## src/rtl/pipe_scroller.sv

```systemverilog
// Scrolls two pipes across the screen, latches new gap heights on wrap,
// counts pipes passed by the bird and runs the IDLE/RUN/OVER game flow.
module pipe_scroller #(
    parameter int unsigned SCREEN_W     = 640,
    parameter int unsigned PIPE_SPACING = 320,
    parameter int unsigned STEP         = 1,
    parameter int unsigned BIRD_X       = 160,
    parameter int unsigned GAP_INIT     = 100
) (
    input  logic        Clk,
    input  logic        Reset,
    input  logic        Tick,
    input  logic        Start,
    input  logic        Collision,
    input  logic [15:0] Pattern1,
    input  logic [15:0] Pattern2,
    output logic [15:0] PipesPosition1,
    output logic [15:0] PipesPosition2,
    output logic [15:0] Gap1,
    output logic [15:0] Gap2,
    output logic [9:0]  Score,
    output logic        Running,
    output logic        GameOver
);

    localparam int unsigned POS_W   = 16;
    localparam int unsigned SCORE_W = 10;

    localparam logic [POS_W-1:0]   POS1_INIT = POS_W'(SCREEN_W);
    localparam logic [POS_W-1:0]   POS2_INIT = POS_W'(SCREEN_W + PIPE_SPACING);
    localparam logic [POS_W-1:0]   WRAP_POS  = POS_W'(2 * PIPE_SPACING - STEP);
    localparam logic [POS_W-1:0]   STEP_W    = POS_W'(STEP);
    localparam logic [POS_W-1:0]   BIRD_W    = POS_W'(BIRD_X);
    localparam logic [POS_W-1:0]   GAP_W     = POS_W'(GAP_INIT);
    localparam logic [SCORE_W-1:0] SCORE_MAX = SCORE_W'(999);

    typedef enum logic [1:0] {
        IDLE = 2'd0,
        RUN  = 2'd1,
        OVER = 2'd2
    } state_t;

    state_t             state_q, state_d;
    logic [POS_W-1:0]   pos1_q, pos1_d, pos2_q, pos2_d;
    logic [POS_W-1:0]   gap1_q, gap1_d, gap2_q, gap2_d;
    logic [SCORE_W-1:0] score_q, score_d;
    logic               running_q, running_d, over_q, over_d;

    // A pipe sitting at 0 wraps instead of stepping, so no underflow occurs.
    function automatic logic [POS_W-1:0] step_pos(input logic [POS_W-1:0] p);
        return (p == '0) ? WRAP_POS : p - STEP_W;
    endfunction

    always_comb begin
        state_d = state_q;
        pos1_d  = pos1_q;
        pos2_d  = pos2_q;
        gap1_d  = gap1_q;
        gap2_d  = gap2_q;
        score_d = score_q;

        case (state_q)
            IDLE: begin
                if (Start) state_d = RUN;
            end
            RUN: begin
                // Collision freezes the pipes and takes priority over Tick/Start.
                if (Collision) begin
                    state_d = OVER;
                end else if (Tick) begin
                    pos1_d = step_pos(pos1_q);
                    pos2_d = step_pos(pos2_q);
                    if (pos1_q == '0) gap1_d = Pattern1;
                    if (pos2_q == '0) gap2_d = Pattern2;
                    if ((pos1_q == BIRD_W || pos2_q == BIRD_W) && score_q != SCORE_MAX)
                        score_d = score_q + SCORE_W'(1);
                end
            end
            OVER: begin
                if (Start) begin
                    state_d = IDLE;
                    pos1_d  = POS1_INIT;
                    pos2_d  = POS2_INIT;
                    gap1_d  = GAP_W;
                    gap2_d  = GAP_W;
                    score_d = '0;
                end
            end
            default: begin
                state_d = IDLE;
                pos1_d  = POS1_INIT;
                pos2_d  = POS2_INIT;
                gap1_d  = GAP_W;
                gap2_d  = GAP_W;
                score_d = '0;
            end
        endcase

        running_d = (state_d == RUN);
        over_d    = (state_d == OVER);
    end

    always_ff @(posedge Clk) begin
        if (!Reset) begin
            state_q   <= IDLE;
            pos1_q    <= POS1_INIT;
            pos2_q    <= POS2_INIT;
            gap1_q    <= GAP_W;
            gap2_q    <= GAP_W;
            score_q   <= '0;
            running_q <= 1'b0;
            over_q    <= 1'b0;
        end else begin
            state_q   <= state_d;
            pos1_q    <= pos1_d;
            pos2_q    <= pos2_d;
            gap1_q    <= gap1_d;
            gap2_q    <= gap2_d;
            score_q   <= score_d;
            running_q <= running_d;
            over_q    <= over_d;
        end
    end

    assign PipesPosition1 = pos1_q;
    assign PipesPosition2 = pos2_q;
    assign Gap1           = gap1_q;
    assign Gap2           = gap2_q;
    assign Score          = score_q;
    assign Running        = running_q;
    assign GameOver       = over_q;

endmodule

```

## config.mk

```make
export PLATFORM = sky130hd
export DESIGN_NAME = pipe_scroller
export DESIGN_NICKNAME = d
export VERILOG_FILES = /design/src/rtl/pipe_scroller.sv
export SDC_FILE = /design/constraint.sdc
export NUM_CORES = 1
export LEC_CHECK = 0
export CAP_MARGIN = 20
export CELL_PAD_IN_SITES_DETAIL_PLACEMENT = 0
export CELL_PAD_IN_SITES_GLOBAL_PLACEMENT = 2
export CORE_MARGIN = 1.5
export CORE_UTILIZATION = 29
export DETAILED_ROUTE_END_ITERATION = 10
export PLACE_DENSITY = 0.87
export SYNTH_ARGS = -nofsm -noshare
export SYNTH_HDL_FRONTEND = slang
export SYNTH_SLANG_ARGS = --single-unit
```

## constraint.sdc

```tcl
create_clock -name Clk -period 6.4 [get_ports Clk]
set_input_delay 0.96 -clock Clk [delete_from_list [all_inputs] [get_ports Clk]]
set_output_delay 0.96 -clock Clk [all_outputs]
set_load 0.02 [all_outputs]
```

=== After elaboration in Yosys (flattened, before gate mapping) ===
Index checks and enable logic that the tools add are counted.

* Register bits after elaboration: 78
* Bits of input ports: 37
* Logic and storage cells: 62

* Add/sub/neg operators: 3
* Equality and inequality tests: 13
* Mux-type cells: 28
* Bitwise operators: 1
* Reductions and logical operators: 9

{| class="wikitable"
|+ Operators with widths
! operator !! number
|-
| $mux W16 || 15
|-
| $pmux W16 S3 || 4
|-
| $mux W10 || 4
|-
| $eq A16 B8 Y1 const B || 2
|-
| $logic_not A16 Y1 || 2
|-
| $sub A16 B1 Y16 const B || 2
|-
| $pmux W10 S3 || 1
|-
| $reduce_and A5 Y1 || 3
|-
| $ne A2 B2 Y1 const B || 6
|-
| $add A10 B1 Y10 const B || 1
|-
| $ne A10 B10 Y1 const B || 1
|-
| $mux W2 || 3
|-
| $pmux W2 S3 || 1
|-
| $eq A2 B1 Y1 const B || 2
|-
| $eq A2 B2 Y1 const B || 2
|-
| $reduce_and A4 Y1 || 1
|-
| $logic_not A2 Y1 || 1
|-
| $logic_and A1 B1 Y1 || 1
|-
| $logic_or A1 B1 Y1 || 1
|-
| $not A1 Y1 || 1
|}

=== Depth between registers and ports, before layout ===
Gate-level depths: netlist of the first run.

* Depth in word-level cells: 7
* Mapped depth: 9

=== Worst setup path before layout of the first run ===
OpenSTA, ideal clock, no wires.

* Kind: in2reg
* Start point: input port Tick
* End point: register score_q[8], in the netlist Score[8]
* Setup time: 0.060 ns
* Data arrival time: 2.401 ns
* Required time: 6.340 ns
* Path slack: 3.939 ns
* Stages on the path: 7
* Path through: nor2b_1 -> o21ai_1 -> a211o_1 -> buf_6 -> buf_8 -> a2111o_1 -> nand2_1

* Word-level cells in the longest chain between the ends: 2

{| class="wikitable"
|+ RTL lines
! element !! line !! text
|-
| start: declaration || 12 || <nowiki>input logic Tick,</nowiki>
|-
| $ne A2 B2 Y1 (no source line) || n/a ||
|-
| $reduce_and A5 Y1 (no source line) || n/a ||
|-
| end signal: assignment || 119 || <nowiki>score_q <= score_d;</nowiki>
|-
| end: declaration || 46 || <nowiki>logic [SCORE_W-1:0] score_q, score_d;</nowiki>
|}

No other way between the ends.
A chain may end at the register's enable or synchronous reset.

=== Worst setup path after layout of the first run ===
* Start point: input port Collision
* End point: register gap2_q[11], in the netlist Gap2[11]

* Word-level cells in the longest chain between the ends: 2

{| class="wikitable"
|+ RTL lines
! element !! line !! text
|-
| start: declaration || 14 || <nowiki>input logic Collision,</nowiki>
|-
| $ne A2 B2 Y1 (no source line) || n/a ||
|-
| $reduce_and A5 Y1 (no source line) || n/a ||
|-
| end signal: assignment || 118 || <nowiki>gap2_q <= gap2_d;</nowiki>
|-
| end: declaration || 45 || <nowiki>logic [POS_W-1:0] gap1_q, gap1_d, gap2_q, gap2_d;</nowiki>
|}

No other way between the ends.

==> out/qor.yml, run 1 <==
drtAntennaViolNets: 0
cts.repair_timing.setup_buffer_count: 0
maximum_number_of_pins_on_one_net_before_global_route_repair: 36
final.setup_skew_ns: 0.00538
grt_use_total_pct: 15.6
distinct_cell_type_count_of_the_synthesized_netlist: 47
fill_cells: 1121
setup_viol: 0
post_drt_wl_per_cell_um: 15.3
max-clock-path-buffers: 2
die_w_um: 111
clockPowerShare_pct: 46.2
placeable_core_region_um2: 11400
drt_iter0_drc: 84
vias_in_the_first_global_route: 3099
initial_core_utilization_pct: 29.6
syn_to_final_growth_pct: 45.1
switching_share_pct: 23.5
antenna_cells: 0
global_route_wire_length_before_repair_um: 15600
detail_route.first_pass.iterations: 4
cts-buffers-inserted: 9
critical_path.startpoint: "Collision"
finalHoldViolCount: 0
number_of_flip_flops_and_latches_in_the_synthesized_netlist: 78
worstRegToRegCells: 6
ys.flop_type: "sky130_fd_sc_hd__dfxtp_1"
hold-worst-slack_ns: 0.480
fp.dieArea_um2: 12300
run_status: "completed"
ctsResizeCount: 0
slew_headroom_pct: 30.7
die_height_um: 111
detail_route.drc_violations: 0
synth_area_um2: 3380
min_from: "Gap1[2]"
drive_above_1_share_pct: 5.25
timing_worst_setup_path_type: "in -> reg"
required_ns: 6.67
synth-async-reset-ratio_pct: 0
row_count: 39
timing.hold.worst.class: "reg -> reg"
power.leakage_nw: 1.68
slew_at_the_pin_with_the_worst_max_slew_slack_ns: 1.02
sequential_cell_area_um2: 1560
post-route-period-util_pct: 49.4
cellInternalPower_mw: 0.850
post_synth.cell_area_avg_um2: 9.27
clk_root_buffer_cell: "sky130_fd_sc_hd__clkbuf_16"
edff_count_synth: 0
synthCells: 365
critical_path_end_type: "register"
p_sw_mw: 0.261
biggest_fanout_along_the_worst_timing_path: 13
cts.htree.levels: 3
num-nets-final: 511
finalMaxSlewViolations: 0
sequentialPowerShare_pct: 45.2
final_replace_weighted_congestion: 0.751
period_needed_ns: 3.16
multi_input_area_um2: 1700
hold_path_depth: 2
mostFrequentLayoutCell: "sky130_fd_sc_hd__clkdlybuf4s50_1"
drt_wirelength_um: 9440
number_of_nets_in_the_synthesized_netlist: 405
arrival_ns: 3.43
cts_hold_buf: 0
io_pins: 113
r2r-start: "PipesPosition2[0]"
via_count: 3162
antenna_found_initial: 0
logic_gate_share_of_total_power_pct: 8.6
start_kind: "primary input"
max_clock_freq_mhz: 316
worst_skew_pair.late_latency_ns: 0.33
viasPerCell: 5.11
power-per-cell-area_nw_per_um2: 226
cts.sink_count: 78
synth_warnings: 0
grt_remaining_overflow: 0
cts_tree: "built"
grt_setup_unrepaired: "no"
detail_placement_hpwl_um: 6760
seq_area_frac_synth_pct: 46.2
final.setup.tns_ns: 0
clkTransAtPathRegs_ns: 0.06
io_buffer_count: 112
max_cap_violations: 0
most-common-layout-cells: "sky130_fd_sc_hd__clkdlybuf4s50_1 (112), sky130_fd_sc_hd__dfxtp_1 (78), sky130_fd_sc_hd__nand2_1 (29), sky130_fd_sc_hd__nor2_1 (27), sky130_fd_sc_hd__a22o_1 (26)"
worst_ir_drop_vdd_v: 0.000122
flip-flops by register name (all words and copies together) (netlist names):
signal	flops
PipesPosition1	16
Gap2	16
PipesPosition2	16
Gap1	16
state_q	2
GameOver	1
Running	1
Score	10
per-layer routing:
layer | vias up | track usage (%) | routed length, um
met2 | 65 | 25.1 | 4560
li1 | 1600 | - | -
met3 | 13 | 4.16 | 389
met1 | 1484 | 20.0 | 4310
met5 | - | 0 | 0
met4 | 0 | 6.15 | 183
cell type report:
| class | count | share of cell area (%) |
|---|---|---|
| multi-input cells | 259 | 34.6 |
| flip-flops and latches | 78 | 31.8 |
| repair buffers | 114 | 23.1 |
| clock buffers | 11 | 4.95 |
| well taps | 143 | 3.65 |
| clock inverters | 5 | 1.20 |
| inverters | 9 | 0.688 |
path summary, 6_finish.rpt:
| kind | slack, ns | endpoint |
|---|---|---|
| setup / recovery | 3.24 | Gap2[11] |
| hold / removal | 0.48 | Gap1[2] |
| setup reg to reg | 3.79 | Gap2[11] |
| hold reg to reg | 0.48 | Gap1[2] |
worst max-delay path: stages:
cell	delay, ns
sky130_fd_sc_hd__clkdlybuf4s50_1	0.45
sky130_fd_sc_hd__nor2b_1	0.35
sky130_fd_sc_hd__and3b_1	0.52
sky130_fd_sc_hd__nand2_1	0.22
sky130_fd_sc_hd__nor2_1	0.69
sky130_fd_sc_hd__a22o_1	0.24
Yosys cell counts, types with 2 or more instances:
library cell,count,area (um2)
sky130_fd_sc_hd__inv_1,8,30.0
sky130_fd_sc_hd__nand2b_1,5,31.3
sky130_fd_sc_hd__a211oi_1,4,30.0
sky130_fd_sc_hd__a2111oi_0,2,17.5
sky130_fd_sc_hd__nor4_1,8,50.1
sky130_fd_sc_hd__nor2b_1,4,25.0
sky130_fd_sc_hd__mux2i_1,5,50.1
sky130_fd_sc_hd__a211o_1,3,26.3
sky130_fd_sc_hd__nor3_1,13,65.1
sky130_fd_sc_hd__clkbuf_1,14,52.6
sky130_fd_sc_hd__dfxtp_1,78,1560
sky130_fd_sc_hd__a21oi_1,25,125
sky130_fd_sc_hd__ha_1,3,37.5
sky130_fd_sc_hd__nand4_1,9,56.3
sky130_fd_sc_hd__o22ai_1,5,31.3
sky130_fd_sc_hd__and3_1,2,12.5
sky130_fd_sc_hd__o21a_1,2,15.0
sky130_fd_sc_hd__buf_2,3,15.0
sky130_fd_sc_hd__nand2_1,29,109
sky130_fd_sc_hd__nor3b_1,3,22.5
sky130_fd_sc_hd__xnor2_1,10,87.6
sky130_fd_sc_hd__nor4b_1,2,17.5
sky130_fd_sc_hd__o211ai_1,3,22.5
sky130_fd_sc_hd__nand3b_1,4,30.0
sky130_fd_sc_hd__or3_2,2,15.0
sky130_fd_sc_hd__and3b_1,3,26.3
sky130_fd_sc_hd__a22o_1,26,228
sky130_fd_sc_hd__o21ai_0,13,65.1
sky130_fd_sc_hd__nor2_1,27,101
sky130_fd_sc_hd__nor4_4,2,42.5
sky130_fd_sc_hd__a2111o_1,6,67.6
sky130_fd_sc_hd__o2111ai_1,8,70.1
sky130_fd_sc_hd__o21ai_1,2,10.0
sky130_fd_sc_hd__nand3_1,7,35.0
sky130_fd_sc_hd__or3_1,13,81.3
per-stage QoR:
| stage | power (mW) | worst slack [ns] | cells | instance area (um2) | util [%] |
|---|---|---|---|---|---|
| 6_report | 1.11 | 3.24 | 619 | 4910 | 43.0 |
| 5_1_grt | 1.15 | 2.94 | 619 | 4910 | 43.0 |
| 4_1_cts | 1.13 | 3.18 | 619 | 4910 | 43.0 |
| 3_5_place_dp | 0.609 | 2.85 | 603 | 4610 | 40.3 |
| 3_3_place_gp | 0.608 | 2.96 | 603 | 4610 | 40.3 |
| 2_1_floorplan | 0.561 | 3.94 | 365 | 3380 | - |
power groups by stage:
stage               Combinational [mW]  Sequential, mW  Clock [mW]
floorplan                       0.0452           0.516           0
global placement                0.0956           0.513           0
detailed placement              0.0961           0.513           0
CTS                             0.0965           0.502       0.527
global route                     0.105           0.504       0.546
finish                          0.0954           0.502       0.513
cell families after synthesis:
kind of cell             Yosys count  synth area share (%)
AO/OA/AOI/OAI                    104                  22.2
XOR/XNOR                          10                  2.59
adder cells (fa/ha/maj)            3                  1.11
buffers and inverters             28                  3.77
flip-flops                        78                  46.2
multiplexers                       5                  1.48
AND/OR/NAND/NOR                  137                  22.6
Power figures use the tool's default switching activity.
==> run 2, diff against run 1 <==
--- a/config.mk
+++ b/config.mk
@@ -9,9 +9,9 @@
 export CELL_PAD_IN_SITES_DETAIL_PLACEMENT = 0
 export CELL_PAD_IN_SITES_GLOBAL_PLACEMENT = 2
 export CORE_MARGIN = 1.5
-export CORE_UTILIZATION = 29
+export CORE_UTILIZATION = 24
 export DETAILED_ROUTE_END_ITERATION = 10
-export PLACE_DENSITY = 0.87
+export PLACE_DENSITY = 0.77
 export SYNTH_ARGS = -nofsm -noshare
 export SYNTH_HDL_FRONTEND = slang
 export SYNTH_SLANG_ARGS = --single-unit
==> constraint.sdc (replaced) <==
create_clock -name Clk -period 2.7 [get_ports Clk]
set_input_delay 0.405 -clock Clk [delete_from_list [all_inputs] [get_ports Clk]]
set_output_delay 0.405 -clock Clk [all_outputs]
set_load 0.02 [all_outputs]
==> run 2 against run 1 <==
Effect of this change:
- register-to-register slack lost 3.4 ns
- first-iteration DRC count increased by 26%
- setup slack lost 2.9 ns
- total power grew 140%
- flip-flop and latch count unchanged
- via count rose by 2.5%
- final cell count increased by 8.2%
- die area increased by 20%
- largest power group unchanged
==> out/qor.yml, run 2 (synthesis gave the netlist of run 1 again) <==
via_count: 3242  # +2.5%
postPlaceCellArea_um2: 4760  # +3.3%
setup.worst_path.end: "Score[0]"
finalMaxSlewViolations: 0  # unchanged
final_core_density_pct: 36.5  # -6.5 points
max-clock-path-buffers: 2  # unchanged
vias_in_the_first_global_route: 3101  # +0.065%
setup_viol: 0  # unchanged
arrival_ns: 2.60  # -0.83 ns
cts.repair_timing.setup_buffer_count: 0  # unchanged
finalHoldViolCount: 0  # unchanged
max_cap_violations: 0  # unchanged
initial_core_utilization_pct: 24.5  # -5.2 points
drt_wirelength_um: 10200  # +7.9%
final_replace_weighted_congestion: 0.741  # -1.3%
post_drt_wl_per_cell_um: 15.2  # -0.34%
power.leakage_nw: 1.74  # +3.6%
most-common-layout-cells: "sky130_fd_sc_hd__clkdlybuf4s50_1 (112), sky130_fd_sc_hd__dfxtp_1 (78), sky130_fd_sc_hd__nand2_1 (29), sky130_fd_sc_hd__nor2_1 (27), sky130_fd_sc_hd__a22o_1 (26)"
grt_use_total_pct: 14.0  # -1.6 points
critical_path_end_type: "register"
slew_headroom_pct: 59.1  # +28 points
r2r-start: "PipesPosition1[0]"
final.setup_skew_ns: 0.00891  # +0.00353 ns
cts_hold_buf: 0  # unchanged
detail_placement_hpwl_um: 7380  # +9.1%
die_w_um: 122  # +9.7%
clk_root_buffer_cell: "sky130_fd_sc_hd__clkbuf_16"
row_count: 43  # +10%
ctsResizeCount: 0  # unchanged
clkTransAtPathRegs_ns: 0.06  # about the same
worstRegToRegCells: 7  # +1
io_pins: 113  # unchanged
slew_at_the_pin_with_the_worst_max_slew_slack_ns: 0.613  # -0.412 ns
start_kind: "register"
timing.reg2reg.setup_slack_ns: 0.37  # -3.42 ns
run_status: "completed"
biggest_fanout_along_the_worst_timing_path: 18  # +5
cp_cell_sequence: "inv_1 -> ha_1 -> nor4b_4 -> nand4_1 -> a211o_1 -> or3_1 -> a21oi_1"
drt_iter0_drc: 106  # +26%
grt_remaining_overflow: 0  # unchanged
syn_to_final_growth_pct: 49.3
mostFrequentLayoutCell: "sky130_fd_sc_hd__clkdlybuf4s50_1"
grt_setup_unrepaired: "no"
num-nets-final: 525  # +2.7%
timing_worst_setup_path_type: "reg -> reg"
period_needed_ns: 2.33
fp.dieArea_um2: 14800  # +20%
critical_path.slowest_cell: "sky130_fd_sc_hd__a211o_1"
antenna_found_initial: 0  # unchanged
power-per-cell-area_nw_per_um2: 522  # +130%
critical_path.startpoint: "PipesPosition1[0]"
placeable_core_region_um2: 13800  # +21%
global_route_wire_length_before_repair_um: 16000  # +2.4%
drive_above_1_share_pct: 7.96  # +2.7 points
final_area_um2: 5050  # +2.9%
max_stage_delay_ns: 0.56  # -0.13 ns
fill_cells: 1427  # +27%
worst_skew_pair.late_latency_ns: 0.34  # about the same
maximum_number_of_pins_on_one_net_before_global_route_repair: 37  # +2.8%
required_ns: 2.97  # -3.70 ns
viasPerCell: 4.84  # -5.3%
cts-buffers-inserted: 9  # unchanged
die_height_um: 122  # +9.7%
cts_tree: "built"
timing.hold.worst.class: "reg -> reg"
post-route-period-util_pct: 86.3
final.setup.tns_ns: 0  # unchanged
antenna_cells: 0  # unchanged
capture_instance_of_the_worst_register_to_register_path: "Score[0]"
cts.sink_count: 78  # unchanged
worst_ir_drop_vdd_v: 0.000264  # +120%
hold-worst-slack_ns: 0.477  # -0.00260 ns
io_buffer_count: 112  # unchanged
detail_route.drc_violations: 0  # unchanged
drtAntennaViolNets: 0  # unchanged
cts.htree.levels: 3  # unchanged
max_clock_freq_mhz: 429
detail_route.first_pass.iterations: 4  # unchanged
[run 2: changes by cell type in the layout (fill, tap and decap cells not counted), sizes merged]
cell      before  now
clkinvlp       2    3
clkbuf        11   10
buf            2   16
[run 2: cell type report]
cell class	count	area, um2	area share, %
multi-input cells	259	1700	33.6
repair buffers	128	1240	24.6
inverters	9	33.8	0.669
well taps	180	225	4.46
flip-flops and latches	78	1560	30.9
clock buffers	10	229	4.53
clock inverters	6	62.6	1.24
[run 2: power breakdown]
part,internal [mW],switching [mW],leakage [nW]
registers,1.17,0.0234,0.630
logic,0.121,0.128,0.980
clock network,0.712,0.487,0.134
[run 2: metrics by stage]
stage	power [mW]	setup slack [ns]	std cells
after global routing	2.75	0.129	670
after CTS	2.68	0.361	670
after detailed placement	1.47	0.209	654
final	2.64	0.371	670
after global placement	1.46	0.313	654
after floorplan	1.33	0.552	365
[run 2: worst min-delay path by stage]
stage	startpoint	to	cells after the start
2_1_floorplan	Collision	Running	1
3_3_place_gp	Gap2[10]	Gap2[10]	1
3_5_place_dp	Gap2[8]	Gap2[8]	1
4_1_cts	Gap2[8]	Gap2[8]	1
5_1_grt	Gap2[8]	Gap2[8]	1
6_report	Gap2[8]	Gap2[8]	1
[run 2: worst max-delay path: cells and delay by family, from the launching register on]
family	cells	cell delay [ns]
fa+ha+maj	1	0.24
buf+inv	1	0.07
compound gates	2	0.71
flops	1	0.35
simple gates	3	0.88
[run 2: routing by layer]
| layer | share of wire [%] | vias up | GRT usage [%] |
|---|---|---|---|
| met5 | 0 | - | 0 |
| met2 | 47 | 64 | 22.0 |
| met1 | 48 | 1546 | 18.2 |
| li1 | - | 1623 | - |
| met4 | 1.0 | 0 | 3.75 |
| met3 | 4.8 | 9 | 4.87 |
==> run 3, diff against run 2 <==
--- a/config.mk
+++ b/config.mk
@@ -8,7 +8,6 @@
 export CAP_MARGIN = 20
 export CELL_PAD_IN_SITES_DETAIL_PLACEMENT = 0
 export CELL_PAD_IN_SITES_GLOBAL_PLACEMENT = 2
-export CORE_MARGIN = 1.5
 export CORE_UTILIZATION = 24
 export DETAILED_ROUTE_END_ITERATION = 10
 export PLACE_DENSITY = 0.77
==> run 3 against run 2 <==
Effect of this change:
- critical path depth grew 1
- final cell count fell by 0.15%
- clock-buffer cell count up 1
- maximum frequency rose by 0.44%
- hold slack worse by 0.012 ns
- global-route usage rose by 0.56 points
- combinational power hardly changed
- via count fell by 1.1%
==> out/qor.yml, run 3 (synthesis gave the netlist of run 1 again) <==
final.setup.tns_ns: 0  # unchanged
global_route_wire_length_before_repair_um: 16300  # +1.8%
row_count: 43  # unchanged
post_drt_wl_per_cell_um: 15.0  # -1.4%
critical_path_end_type: "register"
critical_path.startpoint: "PipesPosition2[0]"
period_needed_ns: 2.32  # -0.0103 ns
drt_wirelength_um: 10000  # -1.6%
capture_instance_of_the_worst_register_to_register_path: "Gap2[14]"
cts-buffers-inserted: 9  # unchanged
slew_headroom_pct: 39.2  # -20 points
viasPerCell: 4.79  # -0.93%
final.setup_skew_ns: 0.00418  # -0.00473 ns
biggest_fanout_along_the_worst_timing_path: 14  # -4
max_cap_violations: 0  # unchanged
grt_max_usage_layer: "met2"
timing_worst_setup_path_type: "reg -> reg"
syn_to_final_growth_pct: 50.2
io_buffer_count: 112  # unchanged
vias_in_the_first_global_route: 3146  # +1.5%
via_count: 3207  # -1.1%
power.total_mw: 2.77  # +4.9%
antenna_cells: 0  # unchanged
clkTransAtPathRegs_ns: 0.06  # about the same
detail_route.drc_violations: 0  # unchanged
worst_skew_pair.late_latency_ns: 0.34  # about the same
setup_viol: 0  # unchanged
io_pins: 113  # unchanged
ctsResizeCount: 0  # unchanged
worstRegToRegCells: 8  # +1
post-route-period-util_pct: 85.9  # -0.38 points
cts.htree.levels: 3  # unchanged
finalMaxSlewViolations: 0  # unchanged
drtAntennaViolNets: 0  # unchanged
grt.met1_usage_pct: 18.3  # +0.040 points
cts_hold_buf: 0  # unchanged
cts_tree: "built"
maximum_number_of_pins_on_one_net_before_global_route_repair: 28  # -24%
initial_core_utilization_pct: 24.5  # unchanged
max-clock-path-buffers: 2  # unchanged
detail_placement_hpwl_um: 7380  # about the same
grt_remaining_overflow: 0  # unchanged
worst_ir_drop_vdd_v: 0.000207  # -22%
final_area_um2: 5080  # +0.62%
slew_at_the_pin_with_the_worst_max_slew_slack_ns: 0.909  # +0.296 ns
power-per-cell-area_nw_per_um2: 545  # +4.3%
placeable_core_region_um2: 13800  # unchanged
final_replace_weighted_congestion: 0.757  # +2.2%
cts.sink_count: 78  # unchanged
setup.worst_path.end: "Gap2[14]"
use_met2_pct: 23.9  # +1.9 points
start_kind: "register"
num-nets-final: 525  # unchanged
most-common-layout-cells: "sky130_fd_sc_hd__clkdlybuf4s50_1 (112), sky130_fd_sc_hd__dfxtp_1 (78), sky130_fd_sc_hd__nand2_1 (29), sky130_fd_sc_hd__nor2_1 (27), sky130_fd_sc_hd__a22o_1 (26)"
grt_use_total_pct: 14.6  # +0.56 points
run_status: "completed"
detail_route.first_pass.iterations: 4  # unchanged
r2r-start: "PipesPosition2[0]"
max_clock_freq_mhz: 431  # +0.44%
fp.dieArea_um2: 14600  # -1.6%
postPlaceCellArea_um2: 4760  # unchanged
drive_above_1_share_pct: 7.98  # +0.016 points
antenna_found_initial: 0  # unchanged
required_ns: 2.98  # about the same
mostFrequentLayoutCell: "sky130_fd_sc_hd__clkdlybuf4s50_1"
arrival_ns: 2.60  # about the same
met3_global_route_usage_pct: 3.58  # -1.3 points
power.leakage_nw: 1.77  # +1.5%
finalHoldViolCount: 0  # unchanged
timing.reg2reg.setup_slack_ns: 0.38  # about the same
clk_root_buffer_cell: "sky130_fd_sc_hd__clkbuf_16"
drt_iter0_drc: 142  # +34%
timing.hold.worst.class: "reg -> reg"
die_w_um: 121  # -0.82%
grt_setup_unrepaired: "no"
die_height_um: 121  # -0.82%
cts.repair_timing.setup_buffer_count: 0  # unchanged
run 3: changes by cell type in the layout (fill, tap and decap cells not counted), sizes merged:
cell / before / now
bufinv: 1 / 2
clkbuf: 10 / 11
clkinvlp: 3 / 0
run 3: per-stage QoR:
stage	setup slack (ns)	utilization (%)	std cells	hold slack (ns)
2_1_floorplan	0.552	-	365	0.524
3_3_place_gp	0.249	34.4	654	0.460
3_5_place_dp	0.188	34.4	654	0.455
4_1_cts	0.323	36.7	669	0.472
5_1_grt	0.151	36.7	669	0.491
6_report	0.381	36.7	669	0.465
run 3: critical path, cell delays in order, from the launching register on:
cell and delay [ns]:
sky130_fd_sc_hd__dfxtp_1 0.41, sky130_fd_sc_hd__inv_1 0.07, sky130_fd_sc_hd__ha_1 0.24, sky130_fd_sc_hd__nor3b_1 0.17, sky130_fd_sc_hd__nand4_1 0.18, sky130_fd_sc_hd__buf_4 0.19
sky130_fd_sc_hd__nor2_1 0.04, sky130_fd_sc_hd__nor2_1 0.68, sky130_fd_sc_hd__a22o_1 0.27
run 3: power by group:
group | total, mW | internal [mW] | switching [mW]
clock network | 1.33 | 0.851 | 0.479
logic | 0.247 | 0.122 | 0.125
registers | 1.19 | 1.17 | 0.0238
total | 2.77 | 2.14 | 0.628
run 3: final cells by class:
type | count | area (um2)
fill | 1414 | 8750
multi-input combinational | 259 | 1700
sequential | 78 | 1560
timing repair buffer | 128 | 1240
clock buffer | 11 | 253
tap | 180 | 225
clock inverter | 4 | 70.1
inverter | 9 | 33.8
run 3: worst min-delay path by stage:
stage | start | endpoint | slack [ns] | depth (start not counted)
global placement | Gap1[2] | Gap1[2] | 0.46 | 2
global route | Gap2[10] | Gap2[10] | 0.49 | 1
CTS | Gap1[6] | Gap1[6] | 0.47 | 2
floorplan | Collision | Running | 0.52 | 1
detailed placement | Gap1[6] | Gap1[6] | 0.46 | 2
finish | Gap1[6] | Gap1[6] | 0.46 | 2
run 3: per-layer routing:
metal,share of wire [%],vias to the layer above
met5,0,-
met4,1.4,0
met3,3.8,11
met2,48,59
met1,47,1515
li1,-,1622
